==> src/rtl/alu_issue_ctrl_if.sv <==
// Bundle between the instruction producer/result consumer/ALU (master side)
// and the ALU issue controller (slave side).
interface alu_issue_ctrl_if #(
  parameter int DW = 32,
  parameter int FW = 6
);
  // Both handshakes: a transfer happens on a rising clk edge where valid and
  // ready are both high; once raised, valid and its payload hold until then.
  logic          instr_valid;
  logic          instr_ready;
  logic [31:0]   instr;
  logic [DW-1:0] rs_val;
  logic [DW-1:0] rt_val;
  logic [FW-1:0] alu_func;
  logic [DW-1:0] alu_a;
  logic [DW-1:0] alu_b;
  logic [DW-1:0] alu_y;
  logic          alu_n;
  logic          alu_z;
  logic          alu_c;
  logic          alu_v;
  logic          res_valid;
  logic          res_ready;
  logic [DW-1:0] result;
  logic [3:0]    flags;
  logic          illegal;
  logic [DW-1:0] hi;
  logic [DW-1:0] lo;

  modport master (
    output instr_valid, instr, rs_val, rt_val,
    input  instr_ready,
    input  alu_func, alu_a, alu_b,
    output alu_y, alu_n, alu_z, alu_c, alu_v,
    input  res_valid, result, flags, illegal, hi, lo,
    output res_ready
  );

  modport slave (
    input  instr_valid, instr, rs_val, rt_val,
    output instr_ready,
    output alu_func, alu_a, alu_b,
    input  alu_y, alu_n, alu_z, alu_c, alu_v,
    output res_valid, result, flags, illegal, hi, lo,
    input  res_ready
  );
endinterface

==> src/rtl/alu_issue_ctrl.sv <==
// Issues one decoded MIPS instruction at a time to a combinational ALU,
// sequences MULT into HI/LO and serves MFHI/MFLO from the local registers.
module alu_issue_ctrl #(
  parameter int DW = 32,
  parameter int FW = 6
) (
  input  logic             clk,
  input  logic             reset,
  alu_issue_ctrl_if.slave  bus,
  output logic [2:0]       dbg_state
);
  typedef enum logic [2:0] {
    IDLE   = 3'd0,
    EXEC   = 3'd1,
    MUL_LO = 3'd2,
    MUL_HI = 3'd3,
    RESP   = 3'd4
  } state_t;

  localparam logic [FW-1:0] F_MUL_LO = 6'b011001;
  localparam logic [FW-1:0] F_MUL_HI = 6'b011010;

  state_t        state, state_nx;
  logic          accept;
  logic [FW-1:0] func_q;
  logic [DW-1:0] a_q, b_q, result_q, hi_q, lo_q;
  logic [3:0]    flags_q;
  logic          illegal_q;

  logic [5:0]    opcode, funct;
  logic [DW-1:0] shamt_z, rs5_z, imm_s;
  logic          dec_alu, dec_mul, dec_hi_sel, dec_illegal;
  logic [FW-1:0] dec_func;
  logic [DW-1:0] dec_a, dec_b, local_val;
  logic [3:0]    local_flags;

  assign opcode  = bus.instr[31:26];
  assign funct   = bus.instr[5:0];
  assign shamt_z = {{(DW-5){1'b0}}, bus.instr[10:6]};
  assign rs5_z   = {{(DW-5){1'b0}}, bus.rs_val[4:0]};
  assign imm_s   = {{(DW-16){bus.instr[15]}}, bus.instr[15:0]};

  always_comb begin
    dec_alu     = 1'b0;
    dec_mul     = 1'b0;
    dec_hi_sel  = 1'b0;
    dec_illegal = 1'b0;
    dec_func    = '0;
    dec_a       = '0;
    dec_b       = '0;
    if (opcode == 6'b000000) begin
      case (funct)
        6'b100000, 6'b100001, 6'b100011, 6'b100101: begin
          dec_alu = 1'b1; dec_func = funct; dec_a = bus.rs_val; dec_b = bus.rt_val;
        end
        6'b000000: begin dec_alu = 1'b1; dec_func = 6'b111000; dec_a = shamt_z; dec_b = bus.rt_val; end
        6'b000010: begin dec_alu = 1'b1; dec_func = 6'b110110; dec_a = shamt_z; dec_b = bus.rt_val; end
        6'b000011: begin dec_alu = 1'b1; dec_func = 6'b111110; dec_a = shamt_z; dec_b = bus.rt_val; end
        6'b000100: begin dec_alu = 1'b1; dec_func = 6'b111100; dec_a = bus.rt_val; dec_b = rs5_z; end
        6'b000110: begin dec_alu = 1'b1; dec_func = 6'b101110; dec_a = bus.rt_val; dec_b = rs5_z; end
        6'b000111: begin dec_alu = 1'b1; dec_func = 6'b111001; dec_a = rs5_z; dec_b = bus.rt_val; end
        6'b011000: begin dec_mul = 1'b1; dec_func = F_MUL_LO; dec_a = bus.rs_val; dec_b = bus.rt_val; end
        6'b010000: dec_hi_sel = 1'b1;
        6'b010010: dec_hi_sel = 1'b0;
        default:   dec_illegal = 1'b1;
      endcase
    end else if (opcode == 6'b001001) begin
      dec_alu = 1'b1; dec_func = 6'b001001; dec_a = bus.rs_val; dec_b = imm_s;
    end else begin
      dec_illegal = 1'b1;
    end
  end

  // Locally answered instructions: MFHI/MFLO read HI/LO, illegal ones return zero.
  assign local_val   = dec_illegal ? '0 : (dec_hi_sel ? hi_q : lo_q);
  assign local_flags = dec_illegal ? 4'b0000 : {local_val[DW-1], local_val == '0, 2'b00};

  always_ff @(posedge clk) begin
    if (reset) state <= IDLE;
    else       state <= state_nx;
  end

  always_comb begin
    state_nx = state;
    accept   = 1'b0;
    case (state)
      IDLE: if (bus.instr_valid) begin
        accept = 1'b1;
        if (dec_alu)      state_nx = EXEC;
        else if (dec_mul) state_nx = MUL_LO;
        else              state_nx = RESP;
      end
      EXEC:    state_nx = RESP;
      MUL_LO:  state_nx = MUL_HI;
      MUL_HI:  state_nx = RESP;
      RESP:    if (bus.res_ready) state_nx = IDLE;
      default: state_nx = IDLE;
    endcase
  end

  always_ff @(posedge clk) begin
    if (reset) begin
      func_q    <= '0;
      a_q       <= '0;
      b_q       <= '0;
      result_q  <= '0;
      flags_q   <= '0;
      illegal_q <= 1'b0;
      hi_q      <= '0;
      lo_q      <= '0;
    end else begin
      case (state)
        IDLE: if (accept) begin
          func_q    <= dec_func;
          a_q       <= dec_a;
          b_q       <= dec_b;
          illegal_q <= dec_illegal;
          if (!dec_alu && !dec_mul) begin
            result_q <= local_val;
            flags_q  <= local_flags;
          end
        end
        EXEC: begin
          result_q <= bus.alu_y;
          flags_q  <= {bus.alu_n, bus.alu_z, bus.alu_c, bus.alu_v};
          func_q   <= '0;
          a_q      <= '0;
          b_q      <= '0;
        end
        MUL_LO: begin
          lo_q   <= bus.alu_y;
          func_q <= F_MUL_HI;
        end
        // LO already holds the low product, so the response carries it.
        MUL_HI: begin
          hi_q     <= bus.alu_y;
          result_q <= lo_q;
          flags_q  <= {bus.alu_n, bus.alu_z, 2'b00};
          func_q   <= '0;
          a_q      <= '0;
          b_q      <= '0;
        end
        default: ;
      endcase
    end
  end

  assign bus.instr_ready = (state == IDLE);
  assign bus.res_valid   = (state == RESP);
  assign bus.alu_func    = func_q;
  assign bus.alu_a       = a_q;
  assign bus.alu_b       = b_q;
  assign bus.result      = result_q;
  assign bus.flags       = flags_q;
  assign bus.illegal     = illegal_q;
  assign bus.hi          = hi_q;
  assign bus.lo          = lo_q;
  assign dbg_state       = state;
endmodule
==> src/flat_wrapper.sv <==
// flat-port wrapper written by rule: the top's interface ports become plain ports
module alu_issue_ctrl_flat 
#(
  parameter int DW = 32,
  parameter int FW = 6
)
  (clk, reset, dbg_state, bus_instr_valid, bus_instr, bus_rs_val, bus_rt_val, bus_instr_ready, bus_alu_func, bus_alu_a, bus_alu_b, bus_alu_y, bus_alu_n, bus_alu_z, bus_alu_c, bus_alu_v, bus_res_valid, bus_result, bus_flags, bus_illegal, bus_hi, bus_lo, bus_res_ready);
  alu_issue_ctrl_if #(.DW(DW), .FW(FW)) bus_i ();
  input  logic clk;
  input  logic reset;
  output logic [2:0] dbg_state;
  input wire logic [$bits(bus_i.instr_valid)-1:0] bus_instr_valid;
  input wire logic [$bits(bus_i.instr)-1:0] bus_instr;
  input wire logic [$bits(bus_i.rs_val)-1:0] bus_rs_val;
  input wire logic [$bits(bus_i.rt_val)-1:0] bus_rt_val;
  output wire logic [$bits(bus_i.instr_ready)-1:0] bus_instr_ready;
  output wire logic [$bits(bus_i.alu_func)-1:0] bus_alu_func;
  output wire logic [$bits(bus_i.alu_a)-1:0] bus_alu_a;
  output wire logic [$bits(bus_i.alu_b)-1:0] bus_alu_b;
  input wire logic [$bits(bus_i.alu_y)-1:0] bus_alu_y;
  input wire logic [$bits(bus_i.alu_n)-1:0] bus_alu_n;
  input wire logic [$bits(bus_i.alu_z)-1:0] bus_alu_z;
  input wire logic [$bits(bus_i.alu_c)-1:0] bus_alu_c;
  input wire logic [$bits(bus_i.alu_v)-1:0] bus_alu_v;
  output wire logic [$bits(bus_i.res_valid)-1:0] bus_res_valid;
  output wire logic [$bits(bus_i.result)-1:0] bus_result;
  output wire logic [$bits(bus_i.flags)-1:0] bus_flags;
  output wire logic [$bits(bus_i.illegal)-1:0] bus_illegal;
  output wire logic [$bits(bus_i.hi)-1:0] bus_hi;
  output wire logic [$bits(bus_i.lo)-1:0] bus_lo;
  input wire logic [$bits(bus_i.res_ready)-1:0] bus_res_ready;
  assign bus_i.instr_valid = bus_instr_valid;
  assign bus_i.instr = bus_instr;
  assign bus_i.rs_val = bus_rs_val;
  assign bus_i.rt_val = bus_rt_val;
  assign bus_instr_ready = bus_i.instr_ready;
  assign bus_alu_func = bus_i.alu_func;
  assign bus_alu_a = bus_i.alu_a;
  assign bus_alu_b = bus_i.alu_b;
  assign bus_i.alu_y = bus_alu_y;
  assign bus_i.alu_n = bus_alu_n;
  assign bus_i.alu_z = bus_alu_z;
  assign bus_i.alu_c = bus_alu_c;
  assign bus_i.alu_v = bus_alu_v;
  assign bus_res_valid = bus_i.res_valid;
  assign bus_result = bus_i.result;
  assign bus_flags = bus_i.flags;
  assign bus_illegal = bus_i.illegal;
  assign bus_hi = bus_i.hi;
  assign bus_lo = bus_i.lo;
  assign bus_i.res_ready = bus_res_ready;
  alu_issue_ctrl #(.DW(DW), .FW(FW)) u_core (.clk(clk), .reset(reset), .bus(bus_i), .dbg_state(dbg_state));
endmodule
==> config.mk <==
export PLATFORM = sky130hd
export DESIGN_NAME = alu_issue_ctrl_flat
export DESIGN_NICKNAME = d
export VERILOG_FILES = /design/src/rtl/alu_issue_ctrl_if.sv /design/src/rtl/alu_issue_ctrl.sv /design/src/flat_wrapper.sv
export SDC_FILE = /design/constraint.sdc
export NUM_CORES = 1
export LEC_CHECK = 0
export CAP_MARGIN = 20
export CORE_MARGIN = 1
export CORE_UTILIZATION = 48
export CTS_CLUSTER_DIAMETER = 200
export DETAILED_ROUTE_END_ITERATION = 10
export MAX_ROUTING_LAYER = met4
export PLACE_DENSITY_LB_ADDON = 0.05
export REMOVE_ABC_BUFFERS = 1
export SETUP_SLACK_MARGIN = 0.15
export SLEW_MARGIN = 25
export SYNTH_ARGS = -nofsm -noshare
export SYNTH_HDL_FRONTEND = slang
export SYNTH_SLANG_ARGS = --single-unit
==> constraint.sdc <==
create_clock -name clk -period 3.8 [get_ports clk]
set_input_delay 0.57 -clock clk [delete_from_list [all_inputs] [get_ports clk]]
set_output_delay 0.57 -clock clk [all_outputs]
set_load 0.01 [all_outputs]
After elaboration in Yosys (flattened, before gate mapping)
Cells that the tools add are included.
{"block": "op_classes", "n_eq_ne": 21, "n_mux": 41, "n_reduce_logical": 23}
{"operator": "32-bit 2-to-1 mux", "n": 10}
{"operator": "32-bit case mux with 2 select lines", "n": 3}
{"operator": "32-bit case mux with 4 select lines", "n": 1}
{"operator": "32-bit case mux with 3 select lines", "n": 1}
{"operator": "6-bit case mux with 8 select lines", "n": 1}
{"operator": "32-bit logical NOT", "n": 1}
{"operator": "6-bit == test (second input constant)", "n": 4}
{"operator": "6-bit by 3-bit == test with 1-bit output (second input constant)", "n": 3}
{"operator": "6-bit by 5-bit == test with 1-bit output (second input constant)", "n": 3}
{"operator": "6-bit case mux with 3 select lines", "n": 1}
{"operator": "4-bit 2-to-1 mux", "n": 4}
{"operator": "13-bit OR reduction", "n": 1}
{"operator": "6-bit by 2-bit == test with 1-bit output (second input constant)", "n": 2}
{"operator": "6-bit logical NOT", "n": 2}
{"operator": "1-bit 2-to-1 mux", "n": 12}
{"operator": "3-bit 2-to-1 mux", "n": 4}
{"operator": "6-bit 2-to-1 mux", "n": 2}
{"operator": "3-bit case mux with 4 select lines", "n": 1}
{"operator": "4-bit case mux with 3 select lines", "n": 1}
{"operator": "10-bit OR reduction", "n": 1}
{"operator": "9-bit OR reduction", "n": 1}
{"operator": "2-bit AND reduction", "n": 4}
{"operator": "3-bit by 2-bit == test with 1-bit output (second input constant)", "n": 2}
{"operator": "6-bit by 4-bit == test with 1-bit output (second input constant)", "n": 1}
{"operator": "14 further kinds", "n": 19}
{"block": "totals", "ff_bits": 174, "inputBits": 136, "out_inout_bits": 176}

Longest topological paths before layout
Gate-level depths: netlist of run 1.
{"block": "logic_depth", "ltp_word": 10, "mapped_depth": 9, "ltp_nobuf": 6}

Worst setup path before layout of run 1
Ideal clock, no wire load.
{"block": "synth_path", "path_kind": "in2reg", "start": "in bus_instr[0]", "end": "reg u_core.flags_q[2] (netlist: u_core.bus.flags[2])", "setup_time_ns": 0.142, "arrival_time_ns": 1.996, "required_time_ns": 3.658, "path_slack_ns": 1.662, "stages": 8, "n_path_buf": 2, "cell_sequence": "buf_4 and2b_1 a22oi_1 a221oi_2 o31ai_2 buf_2 o21bai_1 a311oi_1"}
{"block": "synth_via", "elab_chain_len": 10}
{"item": "start, declared", "line_no": "flat_wrapper.sv:13", "text": "input wire logic [$bits(bus_i.instr)-1:0] bus_instr;"}
{"item": "6-bit by 5-bit == test with 1-bit output, or another cell as far along", "line_no": "alu_issue_ctrl.sv:52", "text": "case (funct)"}
{"item": "13-bit OR reduction (no source line) / 1-bit 2-to-1 mux (equally long branches)"}
{"item": "1-bit 2-to-1 mux, on equally long branches", "line_no": "alu_issue_ctrl.sv:52, alu_issue_ctrl.sv:51"}
{"item": "1-bit 2-to-1 mux / 32-bit 2-to-1 mux (equally long branches)", "line_no": "alu_issue_ctrl.sv:51, alu_issue_ctrl.sv:75"}
{"item": "32-bit 2-to-1 mux", "line_no": "alu_issue_ctrl.sv:75", "text": "assign local_val = dec_illegal ? '0 : (dec_hi_sel ? hi_q : lo_q);"}
{"item": "32-bit logical NOT", "line_no": "alu_issue_ctrl.sv:76", "text": "assign local_flags = dec_illegal ? 4'b0000 : {local_val[DW-1], local_val == '0, 2'b00};"}
{"item": "4-bit 2-to-1 mux", "line_no": "alu_issue_ctrl.sv:76"}
{"item": "4-bit 2-to-1 mux", "line_no": "alu_issue_ctrl.sv:118", "text": "if (!dec_alu && !dec_mul) begin"}
{"item": "4-bit 2-to-1 mux", "line_no": "alu_issue_ctrl.sv:113", "text": "IDLE: if (accept) begin"}
{"item": "4-bit case mux with 3 select lines", "line_no": "alu_issue_ctrl.sv:112", "text": "case (state)"}
{"item": "end signal, assigned", "line_no": "alu_issue_ctrl.sv:120", "text": "flags_q <= local_flags;"}
{"item": "end signal, assigned", "line_no": "alu_issue_ctrl.sv:125", "text": "flags_q <= {bus.alu_n, bus.alu_z, bus.alu_c, bus.alu_v};"}
{"item": "end signal, assigned", "line_no": "alu_issue_ctrl.sv:138", "text": "flags_q <= {bus.alu_n, bus.alu_z, 2'b00};"}
{"item": "end, declared", "line_no": "alu_issue_ctrl.sv:27", "text": "logic [3:0] flags_q;"}
Parallel ways exist; a longest one is shown, timed or not. The select of a mux whose other input is x is not followed.
A chain may end at the register's enable or synchronous reset.

Worst setup path in the final report of run 1
{"block": "layout_path", "start": "reg u_core.state[1] (netlist: u_core.dbg_state[1])", "end": "out bus_res_valid"}
{"block": "layout_via", "elab_chain_len": 1}
{"item": "start, declared", "line_no": "alu_issue_ctrl.sv:23", "text": "state_t state, state_nx;"}
{"item": "start signal, assigned", "line_no": "alu_issue_ctrl.sv:80", "text": "else state <= state_nx;"}
{"item": "3-bit == test", "line_no": "alu_issue_ctrl.sv:149", "text": "assign bus.res_valid = (state == RESP);"}
{"item": "end, declared", "line_no": "flat_wrapper.sv:25", "text": "output wire logic [$bits(bus_i.res_valid)-1:0] bus_res_valid;"}
Every way passes these cells.

==> results of run 1 <==
cell families (layout without fill, tap and decap cells):
family	count (synthesis)	after routing	share of synthesized area, %
AO/OA/AOI/OAI	274	274	24.1
XOR/XNOR	1	1	0.110
buffers and inverters	91	359	4.95
flip-flops	174	174	43.7
multiplexers	33	33	4.67
AND/OR/NAND/NOR	415	415	22.5
cells in the mapped netlist, drive strengths merged, types with 2 or more instances:
| master | n | area (µm²) |
|---|---|---|
| a221oi | 2 | 23.8 |
| nor3 | 4 | 41.3 |
| o22ai | 2 | 18.8 |
| clkbuf | 57 | 214 |
| o21a | 2 | 15.0 |
| a31oi | 4 | 40.0 |
| o21ai | 3 | 15.0 |
| buf | 30 | 165 |
| and3 | 3 | 18.8 |
| nand3 | 37 | 185 |
| nor2b | 4 | 25.0 |
| a22oi | 13 | 97.6 |
| nor4 | 21 | 146 |
| nand2 | 239 | 900 |
| nor2 | 84 | 323 |
| o2bb2ai | 5 | 43.8 |
| dfxtp | 174 | 3480 |
| and2 | 3 | 18.8 |
| mux2 | 33 | 372 |
| a21oi | 127 | 636 |
| o21bai | 2 | 15.0 |
| o22a | 2 | 17.5 |
| nand2b | 4 | 25.0 |
| a21o | 34 | 255 |
| inv | 4 | 15.0 |
| a311oi | 34 | 298 |
| a222oi | 37 | 370 |
| nand4 | 6 | 37.5 |
| or2 | 5 | 31.3 |
worst max-delay path: stages (launching register included):
cell and delay, ns:
dfxtp_2 0.64, buf_4 0.47, nor3b_1 0.12, clkdlybuf4s50_1 0.51
state kept, by name, summed over array words and instances (netlist names):
name                 count
u_core.bus.alu_a        32
u_core.bus.alu_func      6
u_core.bus.lo           32
u_core.bus.illegal       1
u_core.bus.hi           32
u_core.bus.flags         4
u_core.dbg_state         3
u_core.bus.result       32
u_core.bus.alu_b        32
power groups by stage:
| stage | clock (mW) | combinational (mW) | sequential, mW |
|---|---|---|---|
| floorplan | 0 | 0.128 | 1.93 |
| global placement | 0 | 0.442 | 1.91 |
| detailed placement | 0 | 0.444 | 1.92 |
| CTS | 1.98 | 0.447 | 1.87 |
| global route | 2.06 | 0.482 | 1.88 |
| finish | 1.96 | 0.450 | 1.87 |
metrics by stage:
step | hold slack, ns | power [mW] | cell area, µm²
detailed placement | 0.469 | 2.36 | 11100
CTS | 0.480 | 4.30 | 11700
global route | 0.496 | 4.42 | 11700
floorplan | 0.485 | 2.06 | 7580
finish | 0.472 | 4.29 | 11700
global placement | 0.459 | 2.36 | 11100
layout make-up:
| class | count | area share, % |
|---|---|---|
| clock inverters | 15 | 1.99 |
| flip-flops and latches | 174 | 29.7 |
| multi-input cells | 723 | 35.1 |
| well taps | 216 | 2.30 |
| inverters | 4 | 0.128 |
| repair buffers | 323 | 27.2 |
| clock buffers | 17 | 3.63 |
worst max path at each step:
stage | end | slack [ns] | startpoint | cells after the start
floorplan | u_core.bus.flags[0]$_SDFFE_PP0P_ | -0.67 | u_core.dbg_state[1]$_SDFFE_PP0P_ | 6
global placement | u_core.bus.alu_a[29]$_SDFFE_PP0P_ | 0.65 | bus_instr[1] | 7
detailed placement | u_core.bus.result[13]$_SDFFE_PP0P_ | 0.71 | bus_instr[1] | 8
CTS | bus_res_valid | 1.04 | u_core.dbg_state[1]$_SDFFE_PP0P_ | 3
global route | u_core.bus.result[27]$_SDFFE_PP0P_ | 0.93 | bus_instr[5] | 8
finish | bus_res_valid | 1.05 | u_core.dbg_state[1]$_SDFFE_PP0P_ | 3
layer usage:
layer	part of all wire (%)	up-vias
met5	0	-
met4	3.4	0
met3	8.5	62
met2	49	418
met1	39	3993
li1	-	4060
==> impl_metrics.yaml, run 1 <==
route:
  via_per_inst: 5.80
  dr.pass1.iters: 9
  routedWlPerCell_um: 18.7
  wl_um: 27600
  post-route-drc-count: 0
  drt_first_iter_violations: 730
  vias: 8533
  ant_nets: 0
sta:
  setup_tns_ns: 0
  fin_crit_sh_pct: 72.3
  timing.final.max_slew_violations: 0
  final-hold-violation-count: 0
  worst_pin_slew_ns: 0.708
  finalClockSkew_ns: 0.0105
  fmax_mhz: 364
  setup_viol: 0
  timing.slew.headroom_pct: 52.8
  grt_setup_unrepaired: "no"
  min_period_ns: 2.75
  finalWorstSetupSlack_ns: 1.05
floorplanning:
  die_x_um: 131
  num_io_pins: 312
  die_h_um: 131
  start_util_pct: 49.6
  core-area_um2: 16100
  core.rowCount: 46
  dieArea_um2: 17100
clock_network:
  cts_buffers: 17
  cts.hold.buffers_added: 0
  htreeDepth: 4
  post_cts_resized: 0
  clock_latency_ns: 0.44
  numClockSinks: 174
  cts_tree: "built"
  clock-root-buffer: "clkbuf_16"
  post-cts-setup-buffers: 0
  cts.clk_slew.worst_paths_ns: 0.06
  cts.path.max_buffers: 2
logic_synthesis:
  synthCells: 988
  ys_warn_count: 0
  syn-mean-instance-area_um2: 8.06
  synth-seq-area-share_pct: 43.7
  synthFlopType: "dfxtp_1"
  syn_area_um2: 7960
  ys_async_sr_fraction_pct: 0
  ys_types: 55
  synth_edf_count: 0
  ys_ff_latch: 174
global_routing:
  use_met1_pct: 39.1
  busiest_layer: "met2"
  track_usage_pct: 33.4
  antenna_found_initial: 0
  overflow: 0
  grt_pass1_wl_um: 42900
  grt_util_met3_pct: 7.70
  grt_pass1_vias: 8067
  grt_max_degree: 72
  use_met2_pct: 54.6
power_and_ir_drop:
  powerDensity_nw_per_um2: 365
  ir_worst_vdd_mv: 0.338
  leakagePower_nw: 3.79
  internal-power_mw: 3.27
  p_clk_share_pct: 45.8
  netSwitchingFraction_pct: 23.7
  p_comb_share_pct: 10.5
  seqPwrFrac_pct: 43.7
  power.switching_mw: 1.02
finish:
  ff_latch_area_um2: 3480
  drive_gt1_share_pct: 8.68
  utilization_pct: 73.1
  multi_input_area_um2: 4120
  areaGrowthSynthToFinish_pct: 47.3
  num-nets-final: 1379
  final_cell_mix: "clkdlybuf4s50_1, nand2_1, dfxtp_1, a21oi_1, nor2_1"
  antenna_cells: 0
  instances_no_fill: 1472
  layout_commonest_cell: "clkdlybuf4s50_1"
  layout.filler_cells: 1258
placement:
  dp_cells: 1440
  place_hpwl_um: 18300
  place_congestion: 0.891
  io_buffer_count: 301
  dp_slack_ns: 0.709
setup_path:
  startpoint_type: "register"
  worst_r2r_endpoint: "u_core.bus.alu_b[3]$_SDFFE_PP0P_"
  setup.worst_path.class: "register to output port"
  reg2reg_depth: 6
  crit_fanout: 29
  timing.rr.start: "u_core.dbg_state[1]$_SDFFE_PP0P_"
  cp-end-kind: "output port"
  reg2reg_slack_ns: 1.33
  required_ns: 3.23
  critPathArrivalTime_ns: 2.18
worst_hold_path:
  hold_start: "u_core.bus.flags[1]$_SDFFE_PP0P_"
  whs_path_depth: 2
  hold_end: "u_core.bus.flags[1]$_SDFFE_PP0P_"
  hold_path.class: "register to register"
job:
  cap_viol_max_count: 0
outcome:
  outcome: "completed"
No activity file was read; power rests on OpenSTA's default activity.
==> inputs of run 2 (changes only) <==
- CORE_UTILIZATION: 48 -> 44
- clock period: 3.8 -> 2.8 ns (I/O delays scaled with it)
==> run 2 against run 1 <==
Core utilization shrank 5.2 points. Worst setup slack lost 0.59 ns. Cell count grew 1.8%. Largest cell class unchanged. Die area grew 9.0%. Sequential share of layout area shrank 0.33 points. Highest routed layer unchanged.
==> impl_metrics.yaml, run 2 (synthesis gave the netlist of run 1 again) <==
outcome:
  outcome: "completed"
clock_network:
  numClockSinks: 174
  cts.clk_slew.worst_paths_ns: 0.06
  cts.hold.buffers_added: 0
  post-cts-setup-buffers: 0
  cts.path.max_buffers: 2
  cts_tree: "built"
  post_cts_resized: 0
  clock-root-buffer: "clkbuf_16"
  htreeDepth: 4
  clock_latency_ns: 0.44
  cts_buffers: 17
floorplanning:
  die_x_um: 137
  num_io_pins: 312
  core-area_um2: 17500
  core.rowCount: 48
  dieArea_um2: 18600
  start_util_pct: 45.6
  die_h_um: 137
sta:
  grt_setup_unrepaired: "no"
  min_period_ns: 2.34
  fmax_mhz: 428
  timing.slew.headroom_pct: 55.1
  setup_viol: 0
  final-hold-violation-count: 0
  worst_pin_slew_ns: 0.674
  timing.final.max_slew_violations: 0
  fin_crit_sh_pct: 83.4
  setup_tns_ns: 0
  finalWorstSetupSlack_ns: 0.464
  finalClockSkew_ns: 0.0111
finish:
  areaGrowthSynthToFinish_pct: 49.0
  fin_area_um2: 11900
  utilization_pct: 67.9
  layout_commonest_cell: "clkdlybuf4s50_1"
  final_cell_mix: "clkdlybuf4s50_1, nand2_1, dfxtp_1, a21oi_1, nor2_1"
  antenna_cells: 0
  drive_gt1_share_pct: 9.74
  num-nets-final: 1397
  layout.filler_cells: 1526
setup_path:
  cp-end-kind: "output port"
  cp-startpoint: "u_core.dbg_state[2]$_SDFFE_PP0P_"
  required_ns: 2.38
  critPathArrivalTime_ns: 1.92
  setup.worst_path.class: "register to output port"
  timing.rr.start: "u_core.dbg_state[2]$_SDFFE_PP0P_"
  cpPeakStageDelay_ns: 0.60
  crit_chain: "nor3b_1, clkdlybuf4s50_1"
  critPathSlowestCell: "clkdlybuf4s50_1"
  startpoint_type: "register"
  crit_fanout: 8
global_routing:
  grt_pass1_wl_um: 42700
  track_usage_pct: 30.4
  overflow: 0
  grt_max_degree: 67
  antenna_found_initial: 0
  grt_pass1_vias: 7838
route:
  ant_nets: 0
  via_per_inst: 5.76
  dr.pass1.iters: 8
  vias: 8622
  wl_um: 27700
  drt_first_iter_violations: 777
  post-route-drc-count: 0
  routedWlPerCell_um: 18.5
placement:
  place_congestion: 0.883
  io_buffer_count: 301
  place_hpwl_um: 18800
  placed_cell_area_um2: 11300
  dp_slack_ns: 0.0775
power_and_ir_drop:
  power_mw: 5.38
  ir_worst_vdd_mv: 0.435
  leakagePower_nw: 3.85
  powerDensity_nw_per_um2: 453
worst_hold_path:
  hold_path.class: "register to register"
  hold_start: "u_core.bus.flags[0]$_SDFFE_PP0P_"
job:
  cap_viol_max_count: 0
## run 2: cell type report
type                    count  area [µm²]  share of cell area (%)
clock buffers              19         443                    3.73
clock inverters            12        87.6                   0.738
inverters                   4        15.0                   0.127
multi-input cells         723        4120                    34.7
flip-flops and latches    174        3480                    29.4
well taps                 225         282                    2.37
repair buffers            341        3440                    29.0
## run 2: worst paths after layout
path	end	slack [ns]	depth (start not counted)
max	bus_res_valid	0.46	2
min reg2reg	u_core.bus.flags[0]$_SDFFE_PP0P_	0.49	2
min	u_core.bus.flags[0]$_SDFFE_PP0P_	0.49	2
max reg2reg	u_core.bus.alu_a[4]$_SDFFE_PP0P_	0.81	8
## run 2: metrics by stage
stage | hold WS, ns | instances
floorplan | 0.485 | 901
global placement | 0.459 | 1467
detailed placement | 0.479 | 1467
CTS | 0.488 | 1498
global route | 0.507 | 1498
finish | 0.487 | 1498
## run 2: critical path, delay by kind of cell (launching register included)
kind          cells  cell delay (ns)
buf+inv           1             0.60
flops             1             0.54
simple gates      1             0.34
## run 2: routing by layer
metal  wire [µm]  share of wire (%)  track usage (%)
met1       11200                 41             37.2
met2       13400                 48             48.2
met3        2350                8.5             7.63
met4         743                2.7             11.7
met5           0                  0                -
## run 2: power breakdown
part / switching (mW) / total (mW) / internal [mW]
sequential: 0.0272 / 2.55 / 2.52
clock: 1.04 / 2.20 / 1.16
combinational: 0.295 / 0.632 / 0.338
